### config.mk
export PLATFORM = sky130hd
export DESIGN_NAME = bram_search_ctrl
export DESIGN_NICKNAME = d
export VERILOG_FILES = /design/src/rtl/bram_search_ctrl.sv
export SDC_FILE = /design/constraint.sdc
export NUM_CORES = 1
export LEC_CHECK = 0
export CELL_PAD_IN_SITES_DETAIL_PLACEMENT = 2
export CELL_PAD_IN_SITES_GLOBAL_PLACEMENT = 2
export CORE_MARGIN = 5
export CORE_UTILIZATION = 35
export DETAILED_ROUTE_END_ITERATION = 10
export PLACE_DENSITY = 0.88
export SLEW_MARGIN = 25
export SYNTH_ARGS = -nofsm -noshare
export SYNTH_HDL_FRONTEND = slang
export SYNTH_SLANG_ARGS = --single-unit
### constraint.sdc
create_clock -name clk -period 4.35 [get_ports clk]
set_input_delay 1.0875 -clock clk [delete_from_list [all_inputs] [get_ports clk]]
set_output_delay 1.0875 -clock clk [all_outputs]
set_load 0.01 [all_outputs]
### src/rtl/bram_search_ctrl.sv
// rtl/bram_search_ctrl.sv - binary-search read sequencer for a small read-only BRAM
// Probes an ascending memory for a key and reports hit/miss, hit address, probe count and timeout.
module bram_search_ctrl #(
   parameter int ADDR_W  = 4,
   parameter int DATA_W  = 8,
   parameter int DEPTH   = 9,
   parameter int TIMEOUT = 8
) (
   input  logic              clk,
   input  logic              rst,
   input  logic              start,
   input  logic [DATA_W-1:0] key,
   output logic              busy,
   output logic              done,
   output logic              found,
   output logic [ADDR_W-1:0] found_addr,
   output logic [ADDR_W-1:0] probes,
   output logic              err,
   output logic              mem_rd_en,
   output logic [ADDR_W-1:0] mem_rd_addr,
   input  logic [DATA_W-1:0] mem_data,
   input  logic              mem_valid
);

   localparam int CNT_W = $clog2(TIMEOUT + 1);
   localparam logic signed [ADDR_W:0] HI_INIT = (ADDR_W + 1)'(DEPTH - 1);
   localparam logic signed [ADDR_W:0] ONE     = (ADDR_W + 1)'(1);

   typedef enum logic [1:0] {S_IDLE, S_CHECK, S_WAIT, S_DONE} state_t;

   state_t                   state;
   logic [DATA_W-1:0]        key_q;
   logic signed [ADDR_W:0]   lo;
   logic signed [ADDR_W:0]   hi;
   logic [CNT_W-1:0]         tmo_cnt;
   logic [ADDR_W+1:0]        mid_sum;
   logic [ADDR_W-1:0]        mid;
   logic signed [ADDR_W:0]   probe_addr;

   // The sum is only used while lo <= hi, so both operands are non-negative here.
   assign mid_sum    = {1'b0, lo} + {1'b0, hi};
   assign mid        = mid_sum[ADDR_W:1];
   assign probe_addr = $signed({1'b0, mem_rd_addr});

   always_ff @(posedge clk) begin
      if (rst) begin
         state       <= S_IDLE;
         key_q       <= '0;
         lo          <= '0;
         hi          <= '0;
         tmo_cnt     <= '0;
         busy        <= 1'b0;
         done        <= 1'b0;
         found       <= 1'b0;
         found_addr  <= '0;
         probes      <= '0;
         err         <= 1'b0;
         mem_rd_en   <= 1'b0;
         mem_rd_addr <= '0;
      end else begin
         case (state)
            S_IDLE: begin
               if (start) begin
                  key_q      <= key;
                  lo         <= '0;
                  hi         <= HI_INIT;
                  probes     <= '0;
                  found      <= 1'b0;
                  err        <= 1'b0;
                  found_addr <= '0;
                  busy       <= 1'b1;
                  state      <= S_CHECK;
               end
            end
            S_CHECK: begin
               if (lo > hi) begin
                  done  <= 1'b1;
                  state <= S_DONE;
               end else begin
                  mem_rd_en   <= 1'b1;
                  mem_rd_addr <= mid;
                  probes      <= probes + ADDR_W'(1);
                  tmo_cnt     <= '0;
                  state       <= S_WAIT;
               end
            end
            S_WAIT: begin
               mem_rd_en <= 1'b0;
               if (mem_valid) begin
                  if (mem_data == key_q) begin
                     found      <= 1'b1;
                     found_addr <= mem_rd_addr;
                     done       <= 1'b1;
                     state      <= S_DONE;
                  end else if (mem_data < key_q) begin
                     lo    <= probe_addr + ONE;
                     state <= S_CHECK;
                  end else begin
                     hi    <= probe_addr - ONE;
                     state <= S_CHECK;
                  end
               end else if (tmo_cnt == CNT_W'(TIMEOUT)) begin
                  err   <= 1'b1;
                  found <= 1'b0;
                  done  <= 1'b1;
                  state <= S_DONE;
               end else begin
                  tmo_cnt <= tmo_cnt + CNT_W'(1);
               end
            end
            S_DONE: begin
               done  <= 1'b0;
               busy  <= 1'b0;
               state <= S_IDLE;
            end
            default: state <= S_IDLE;
         endcase
      end
   end

endmodule
# Yosys cells after proc, flatten, opt, wreduce, memory -nomap -nowiden
# Index checks and enable logic that the tools add are counted.
[totals] elab_cells=99 reg_bits=41 inputBits=20 out_inout_bits=17
[classes] n_mux=41 addsub=5 n_reduce_logical=19 n_lt_le_gt_ge=2 bitwise=1 n_eq_ne=18
[op_table] op="$mux 5" count=8
[op_table] op="$mux 4" count=7
[op_table] op="$pmux 4 s2" count=3
[op_table] op="$ne 2x2->1 const B" count=11
[op_table] op="$pmux 5 s2" count=2
[op_table] op="$reduce_and 4->1" count=5
[op_table] op="$mux 1" count=11
[op_table] op="$reduce_and 2->1" count=5
[op_table] op="$reduce_and 5->1" count=2
[op_table] op="$add 4x1->4 const B" count=2
[op_table] op="$eq 8x8->1" count=1
[op_table] op="$lt 8x8->1" count=1
[op_table] op="$mux 2" count=4
[op_table] op="$pmux 1 s2" count=4
[op_table] op="$pmux 2 s4" count=1
[op_table] op="$reduce_bool 2->1" count=4
[op_table] op="$ne 3x3->1 const B" count=2
[op_table] op="$add 4x1->5 const B" count=1
[op_table] op="$add 5x5->5" count=1
[op_table] op="$gt 5x5->1" count=1
[op_table] op="$sub 4x1->5 const B" count=1
[op_table] op="$eq 2x2->1 const B" count=2
[op_table] op="$eq 4x4->1 const B" count=1
[op_table] op="$pmux 1 s3" count=1
[op_table] op="5 further kinds" count=5

# Logic depth before layout (Yosys ltp)
# Gate-level depths: netlist of the first run.
[depth] word_depth=5 depth_mapped=8 ltp_nobuf=7

# Worst setup path before layout of the first run
# Ideal clock, no wire load.
[synth_path] kind="in2reg" start="in mem_data[1]" end="reg hi[2]" setup_time_ns=0.123 cell_stages=6 n_path_buf=0 setup_slack_ns=1.814 required_ns=4.227 arrival_time_ns=2.413 path_cell_list="ha_1 -> nor2b_1 -> o211ai_2 -> a21oi_2 -> o31a_2 -> mux2_1"
[synth_between] elab_chain_cells=3 word_cells_on_any_way=5 cone_classes="order compare (1); eq/ne (3); reduce/logical (1)"
[synth_rtl] element="from (decl)" line="21" source="input logic [DATA_W-1:0] mem_data,"
[synth_rtl] element="$lt 8x8->1 / $eq 8x8->1 (equally long branches)" line="95, 90"
[synth_rtl] element="$ne 2x2->1 (no line)"
[synth_rtl] element="$reduce_and 5->1 (no line) (*)"
[synth_rtl] element="to (signal assigned)" line="99" source="hi <= probe_addr - ONE;"
[synth_rtl] element="to (decl)" line="34" source="logic signed [ADDR_W:0] hi;"
# Mark *: on every way between the ends. The rest lies on a longest branch, timed or not.
# A chain may end at the register's enable or synchronous reset.

# Worst setup path in the final report of the first run
# Ends and elaborated chain as after synthesis.

==> impl_summary.md, run 1 <==
Run status
The run finished with clean final reports.

Global route
The via count of the first global-routing pass is approximately 2400. The initial antenna violation count is 0. The first global-routing pass estimated around 13000 µm of wire. Entering global routing, the biggest net connects 20 pins.

The total track usage is roughly a fifth. For this run the aggregate overflow at the end of global routing stands at 0.

Yosys
Of the total synthesized cell area, the portion taken by full adders, half adders and majority gates is about an eighth. Among all flip-flop cells after synthesis, the most frequent one is dfxtp_1. The combinational family with the most area after synthesis is compound AO/OA/AOI/OAI gates. Of the synthesized area, sequential elements account for between 30% and 40%. The xor and xnor fraction of the mapped netlist area is ~3.0%. After technology mapping, the gate count stands at 269. The distinct cell type count of the synthesized netlist is 58. The number of nets handed over by synthesis was 312.

The synthesized flop and latch total is between 40 and 50. The area of the mapped netlist is around 0.0024 mm². Counting flops with a built-in enable in the synthesized netlist gives 0.

A synthesized cell averages between 8 and 9 µm². The share of flip-flops with an asynchronous set or reset is 0%. After synthesis, the share of cell area in mux cells is about 2.3%. The Yosys warning count is 0. The post-synthesis share of cell area spent on and, or, nand and nor gates is 20.40%. The share of the synthesized area in compound gates (AO/OA/AOI/OAI) is between 20 and 25%.

Layout
The summed area of non-filler cells in the final layout is roughly 0.0029 mm². After the last flow step, the layout net total stands at 345. Compared with the post-synthesis result, the final layout area differs by 22.42%.

The fraction of layout instances using a drive strength above 1 is under 10%. The number of filler instances in the final layout is approximately 720. The diode insertion count for antenna repair is 0.

Routing
Before antenna repair, the detailed router went through 4 iterations. For this run, design rule violations remaining after detail routing come to 0. For this block, the routed nets add up to between 7000 and 8000 µm of wire. In this run the remaining antenna-violating nets after routing total 0. The first routing iteration left 102 violations. The wire length per cell after detailed routing is approximately 20 µm.

The mean number of vias per cell is about 5.5. The final route contains roughly 2100 vias.

Power and ir drop
Power spread over the standard cell area amounts to between 300 and 400 mW/mm². The analysis attributes to cell leakage a power of between 0.001 and 0.0015 µW. The worst vdd rail ir drop is approximately 150 µV. The total power after layout is roughly 980 µW.

Clock tree
The maximum number of buffers from clock root to sink is 2. Once the clock tree was built, the setup fixing pass inserted 0 buffers. The TritonCTS buffer count is 5. TritonCTS built the clock tree. Clock-pin slew was measured on the worst setup and hold paths at ~0.080 ns. The clock tree synthesis step divided the H-tree into 2 levels. The post-cts repair resize count is 0. The number of hold buffers added after CTS was 0. The clock latency of the later-clocked register in the worst-skew pair is around 0.3 ns.

The total clock sinks is between 40 and 50. The tree is rooted in a clkbuf_8.

Timing
Setup repair after global routing left no endpoint under its margin. The final number of setup-violating endpoints is 0. The smallest clock period supported by the final layout is computed as 2.861 ns. In this run the tightest slew margin relative to its limit is 52.48%. The worst path uses 65.78% of the clock period. The transition time at the pin with the least slew margin is roughly 0.71 ns.

The aggregate negative setup slack is 0 ns. Based on the critical path, the design can be clocked at up to 0.3495 GHz. The final number of hold-violating endpoints is 0. The worst clock skew on the final layout is between 0.005 and 0.006 ns. The total count of max-transition violations in the final report is 0.

Setup path
The type of element capturing the critical path is a register. The critical path startpoint category is an input port. The critical path class is input port to register.

STA puts the critical path data required time at between 4 and 5 ns. The data arrival at the endpoint of the critical path is roughly 3.1 ns. In this run the worst path has a maximum fanout of 5.

Die
The die covers between 0.008 and 0.009 mm². The effective utilization at floorplan is a little over a third. The count of pins on the block boundary is 37.

The floorplan die width is around 92 µm. The floorplan has 29 rows. The die is between 90 and 100 µm tall. The core area is ~0.0065 mm².

Place
The placed cell area is around 0.0028 mm². The congestion estimate from routability-driven global placement came to 0.7576. The number of port buffers is 36. The half-perimeter wire length after placement is 5477 µm.

Run
The tool flagged a number of max-cap violations equal to 0.

Min path
In this run the worst hold path is classified as register to register.
flip-flops by register name, indices dropped and copies added (netlist names), 2 cells and up:
register and count:
key_q 8, hi 5, lo 5, found_addr 4, mem_rd_addr 4, probes 4
tmo_cnt 4, state 2
layout by cell type, fill, tap and decap left out, types with 2 or more instances in the layout:
master and count:
a211oi_2 3, a21o_1 2, a21oi_1 20, a22o_1 4, a22oi_1 5, a31oi_1 3
a32o_1 4, and3b_1 2, buf_4 3, clkbuf_8 6, clkdlybuf4s50_1 36, dfxtp_1 41
ha_1 22, inv_1 23, mux2_2 2, mux2i_1 2, nand2_1 28, nand2b_1 5
nand3_1 6, nand3b_1 2, nand4_1 2, nor2_1 21, nor2b_1 5, nor3_1 7
nor3_2 2, o211ai_1 2, o211ai_2 2, o21ai_0 4, o21ai_1 2, o21bai_1 3
xnor2_1 7
final timing paths:
path               startpoint  slack, ns  cells after the start    endpoint
setup / recovery  mem_data[1]       1.49                      7       hi[2]
setup reg to reg        hi[4]       2.15                      7  tmo_cnt[0]
hold / removal       key_q[3]       0.46                      2    key_q[3]
hold reg to reg      key_q[3]       0.46                      2    key_q[3]
worst max-delay path, stage by stage:
cell             delay (ns)
clkdlybuf4s50_1        0.45
ha_1                   0.35
nor2b_1                0.16
o211ai_2               0.18
a21oi_2                0.12
o31a_2                 0.39
mux2_1                 0.33
synthesized netlist by cell type, drive strengths merged, types with 2 or more instances:
cell    number  area (µm²)
mux2         3       33.78
o21ai        7       38.79
a22o         4       35.03
nand3b       2       15.01
a21oi       22       125.1
nand2b       5       31.28
a31oi        4       31.28
o21bai       3       22.52
dfxtp       41       820.8
buf          7       45.03
a21o         2       15.01
o211ai       4       40.03
nor2        21       78.83
mux2i        2       20.02
clkbuf       6       22.52
a32o         4       40.04
inv         23       86.33
nand2       28       105.1
nand3        6       30.03
and3b        2       17.52
nor2b        5       31.28
xnor2        7       61.31
nor4b        2       23.77
nor3         9       55.05
nand4        3       25.02
a211oi       4       45.05
ha          22       275.3
a22oi        5       37.54
cell type report:
class	instances	area [µm²]	area share, %
clock buffer	7	86.33	2.995
clock inverter	1	30.03	1.042
inverter	23	86.33	2.995
multi-input combinational	192	1380	47.87
sequential	41	820.8	28.47
tap	77	96.34	3.342
timing repair buffer	39	382.9	13.28
cells by family after synthesis:
| logic type | Yosys count |
|---|---|
| buffers and inverters | 36 |
| DFF | 41 |
| AOI/OAI and AO/OA | 65 |
| and+or+nand+nor | 91 |
| muxes | 5 |
| xor gates and xnor gates | 8 |
| adders and majority gates | 23 |
per-stage QoR:
step | hold slack [ns] | instances | utilization (%) | setup slack, ns
final | 0.4618 | 380 | 44.63 | 1.489
after global routing | 0.4960 | 380 | 44.63 | 1.439
after CTS | 0.4685 | 380 | 44.63 | 1.485
after detailed placement | 0.4572 | 372 | 42.83 | 1.217
after global placement | 0.4440 | 372 | 42.83 | 1.334
after floorplan | 0.4363 | 269 | - | 1.814
per-layer routing:
metal | up-vias | share of wire (%) | track usage (%) | wire length (µm)
met3 | 9 | 2.1 | 2.619 | 162
met2 | 31 | 54 | 35.16 | 4069
met4 | 0 | 1.5 | 4.703 | 114
li1 | 1003 | - | - | -
met1 | 1061 | 42 | 22.04 | 3190
met5 | - | 0 | 0 | 0
report_power, final:
group          switching, µW  internal (µW)  total [µW]
clock network            145            187         332
registers               29.2            396         425
logic                    126           97.7         223
Note: power is estimated with default switching activity, not from simulation.
==> inputs of run 2 (changes only) <==
--- a/config.mk
+++ b/config.mk
@@ -8,9 +8,9 @@
 export CELL_PAD_IN_SITES_DETAIL_PLACEMENT = 2
 export CELL_PAD_IN_SITES_GLOBAL_PLACEMENT = 2
 export CORE_MARGIN = 5
-export CORE_UTILIZATION = 35
+export CORE_UTILIZATION = 29
 export DETAILED_ROUTE_END_ITERATION = 10
-export PLACE_DENSITY = 0.88
+export PLACE_DENSITY = 0.78
 export SLEW_MARGIN = 25
 export SYNTH_ARGS = -nofsm -noshare
 export SYNTH_HDL_FRONTEND = slang
==> constraint.sdc (replaced) <==
create_clock -name clk -period 2.4 [get_ports clk]
set_input_delay 0.6 -clock clk [delete_from_list [all_inputs] [get_ports clk]]
set_output_delay 0.6 -clock clk [all_outputs]
set_load 0.01 [all_outputs]
==> impl_summary.md, run 2 (synthesis gave the netlist of run 1 again) <==
Run status
The flow ran to the end, and the final reports show no timing, DRC or antenna violations.

Routing
The detailed router's first-iteration violation count came to 37 (-64%). The final routed DRC violation total is 0 (unchanged). The mean number of vias per cell is 4.917 (-11%). The post-detailed-routing wire length is 6789 µm (-9.9%). The remaining number of nets flagged by the antenna check after routing is 0 (unchanged).

The total via count after detailed routing came to 2065 (-1.9%). The wire length per cell after detailed routing was 16.16 µm (-19%). The length of the first detailed-routing pass in iterations was 4 (unchanged).

Timing
Setup repair after global routing left no endpoint under its margin. The relative slew slack was 68.09% (+16 points). The clock period minus worst slack is between 2 and 2.5 ns.

The total count of max-transition violations in the final report is 0 (unchanged). The final number of hold-violating endpoints is 0 (unchanged). The aggregate negative setup slack is 0 ns (unchanged).

The transition time at the pin with the least slew margin came to 0.4746 ns (-0.2367 ns). The final critical path takes up 93.69% of the cycle. Static timing analysis puts the maximum clock frequency at between 0.4 and 0.5 GHz. The final number of setup-violating endpoints came to 0 (unchanged). The worst clock skew on the final layout is 0.01098 ns (+0.005058 ns).

Setup path
The data arrival at the endpoint of the critical path is 2.43 ns (-0.62 ns). The type of element capturing the critical path is a register. Among all stages on the critical path, the largest delay is contributed by clkdlybuf4s50_1. The maximum fanout count along the critical path came to 4 (-1). Walking the worst path, the cells encountered are clkdlybuf4s50_1 -> ha_1 -> nor2b_1 -> o211ai_2 -> a21oi_2 -> o31a_2 -> mux2_1.

Broken down by cell family, the worst path's largest delay share belongs to compound AO/OA/AOI/OAI gates. The critical path class is input port to register. The total number of cells along the worst setup path is 7 (unchanged).

The peak per-stage delay on the critical path is 0.40 ns (-0.05 ns). The data required time at the worst endpoint is 2.59 ns (-1.95 ns). The combined buffer and inverter count along the critical path is 1 (unchanged). The cell count of the worst reg-to-reg path came to 8 (+1). STA classifies the critical path startpoint as an input port.

Clock tree
The post-CTS clock slew at the launch and capture registers of the worst setup and hold paths is 0.08 ns (about the same). The level count of the clock H-tree is 2 (unchanged). The clock latency of the later-clocked register in the worst-skew pair came to 0.30 ns (about the same). The TritonCTS buffer count came to 5 (unchanged).

The post-cts repair resize count is 0 (unchanged). The number of setup buffers added after CTS was 0 (unchanged). The total clock sinks was 41 (unchanged).

The hold-fix buffer count after cts is 0 (unchanged). The root buffer cell chosen for the clock tree is clkbuf_8. The maximum number of buffers from clock root to sink was 2 (unchanged). The TritonCTS clock tree is done.

Layout
The number of filler instances in the final layout is 880 (+23%). In the layout the commonest cells are dfxtp_1 (41), clkdlybuf4s50_1 (36), nand2_1 (28), inv_1 (23), ha_1 (22). The area overhead of the layout relative to synthesis is 27.10%.

The summed area of non-filler cells in the final layout was 0.002993 mm² (+3.8%). The post-layout net count is 360 (+4.3%). The number of flip-flops under the largest register name came to 8 (unchanged). The largest registers in the layout are key_q (8), hi (5), lo (5). The most common cell after layout, fill and taps aside is dfxtp_1. The fraction of layout instances using a drive strength above 1 is 13.84% (+4.3 points). The register with the most flip-flops in the final layout is key_q. The diode insertion count for antenna repair is 0 (unchanged).

Power and ir drop
The power density normalized to cell area is 554.3 mW/mm² (+63%). The worst vdd rail ir drop is 223.2 µV (+45%). The reported leakage power came to 0.001149 µW (+5.6%).

Run
The number of max-capacitance violations reported is 0 (unchanged).

Die
The die outline area is 0.01002 mm² (+18%). The effective utilization at floorplan is 30.16% (-6.3 points). The floorplan die width is 100.1 µm (+8.8%). The core area is 0.007807 mm² (+21%).

The site row count was 32 (+10%). The count of pins on the block boundary was 37 (unchanged). The height of the die is 100.1 µm (+8.8%).

Min path
The hold-critical path depth is 2 (unchanged). The tightest min-delay check is of the register to register type.

Place
The weighted congestion reported at the end of routability-driven placement is 0.7326 (-3.3%). The half-perimeter wire length after placement is 5485 µm (+0.15%). The number of port buffers is 36 (unchanged). The placed cell area is 0.002910 mm² (+5.2%).

Global route
The first-pass GRT wire length is 11270 µm (-11%). The total track usage came to 14.21% (-4.4 points). The pin count of the biggest net entering global routing is 19 (-5.0%). The initial antenna violation count is 0 (unchanged). The via count of the first global-routing pass was 2323 (-4.7%). The remaining global-route overflow is 0 (unchanged).
## run 2: cell types whose count changed in the layout (fill, tap and decap cells not counted), sizes merged
cell,change
clkbuf,-1
buf,+15
clkinv,+2
bufinv,-1
## run 2: final timing paths
kind / from / end / slack, ns
setup / recovery: mem_data[1] / hi[2] / 0.15
hold / removal: key_q[3] / key_q[3] / 0.47
setup reg to reg: hi[2] / mem_rd_addr[0] / 0.40
hold reg to reg: key_q[3] / key_q[3] / 0.47
## run 2: cell type report
cell class	count	area (µm²)	share of cell area, %
sequential	41	820.8	27.42
clock buffer	6	72.57	2.425
multi-input combinational	192	1380	46.11
clock inverter	2	10.01	0.3344
inverter	23	86.33	2.885
timing repair buffer	54	495.5	16.56
tap	102	127.6	4.264
## run 2: routing by layer
layer  vias to the layer above  GRT usage (%)  routed length [µm]
met5                         -              0                   0
met4                         0          3.420                  63
met3                         8          2.988                 146
met2                        17          27.09                3669
met1                      1013          15.99                2910
li1                       1027              -                   -
## run 2: through the flow
stage | std cells | utilization [%] | setup slack [ns] | hold slack, ns | power (µW)
3_5_place_dp | 412 | 37.28 | -0.1646 | 0.4576 | 1221
3_3_place_gp | 412 | 37.28 | -0.1038 | 0.4445 | 1198
4_1_cts | 420 | 38.33 | 0.1507 | 0.4699 | 1686
6_report | 420 | 38.33 | 0.1514 | 0.4655 | 1659
2_1_floorplan | 269 | - | 0.3510 | 0.4363 | 1035
5_1_grt | 420 | 38.33 | 0.07725 | 0.4862 | 1757
## run 2: power by group
part	switching (µW)	internal [µW]	total, µW
clock	258	202	460
combinational	235	205	440
sequential	40.4	718	758
## run 2: tightest hold or removal path, delay by kind of cell, from the launching register on
kind            cells  cell delay [ns]
simple gates        1             0.05
flops               1             0.32
compound gates      1             0.05
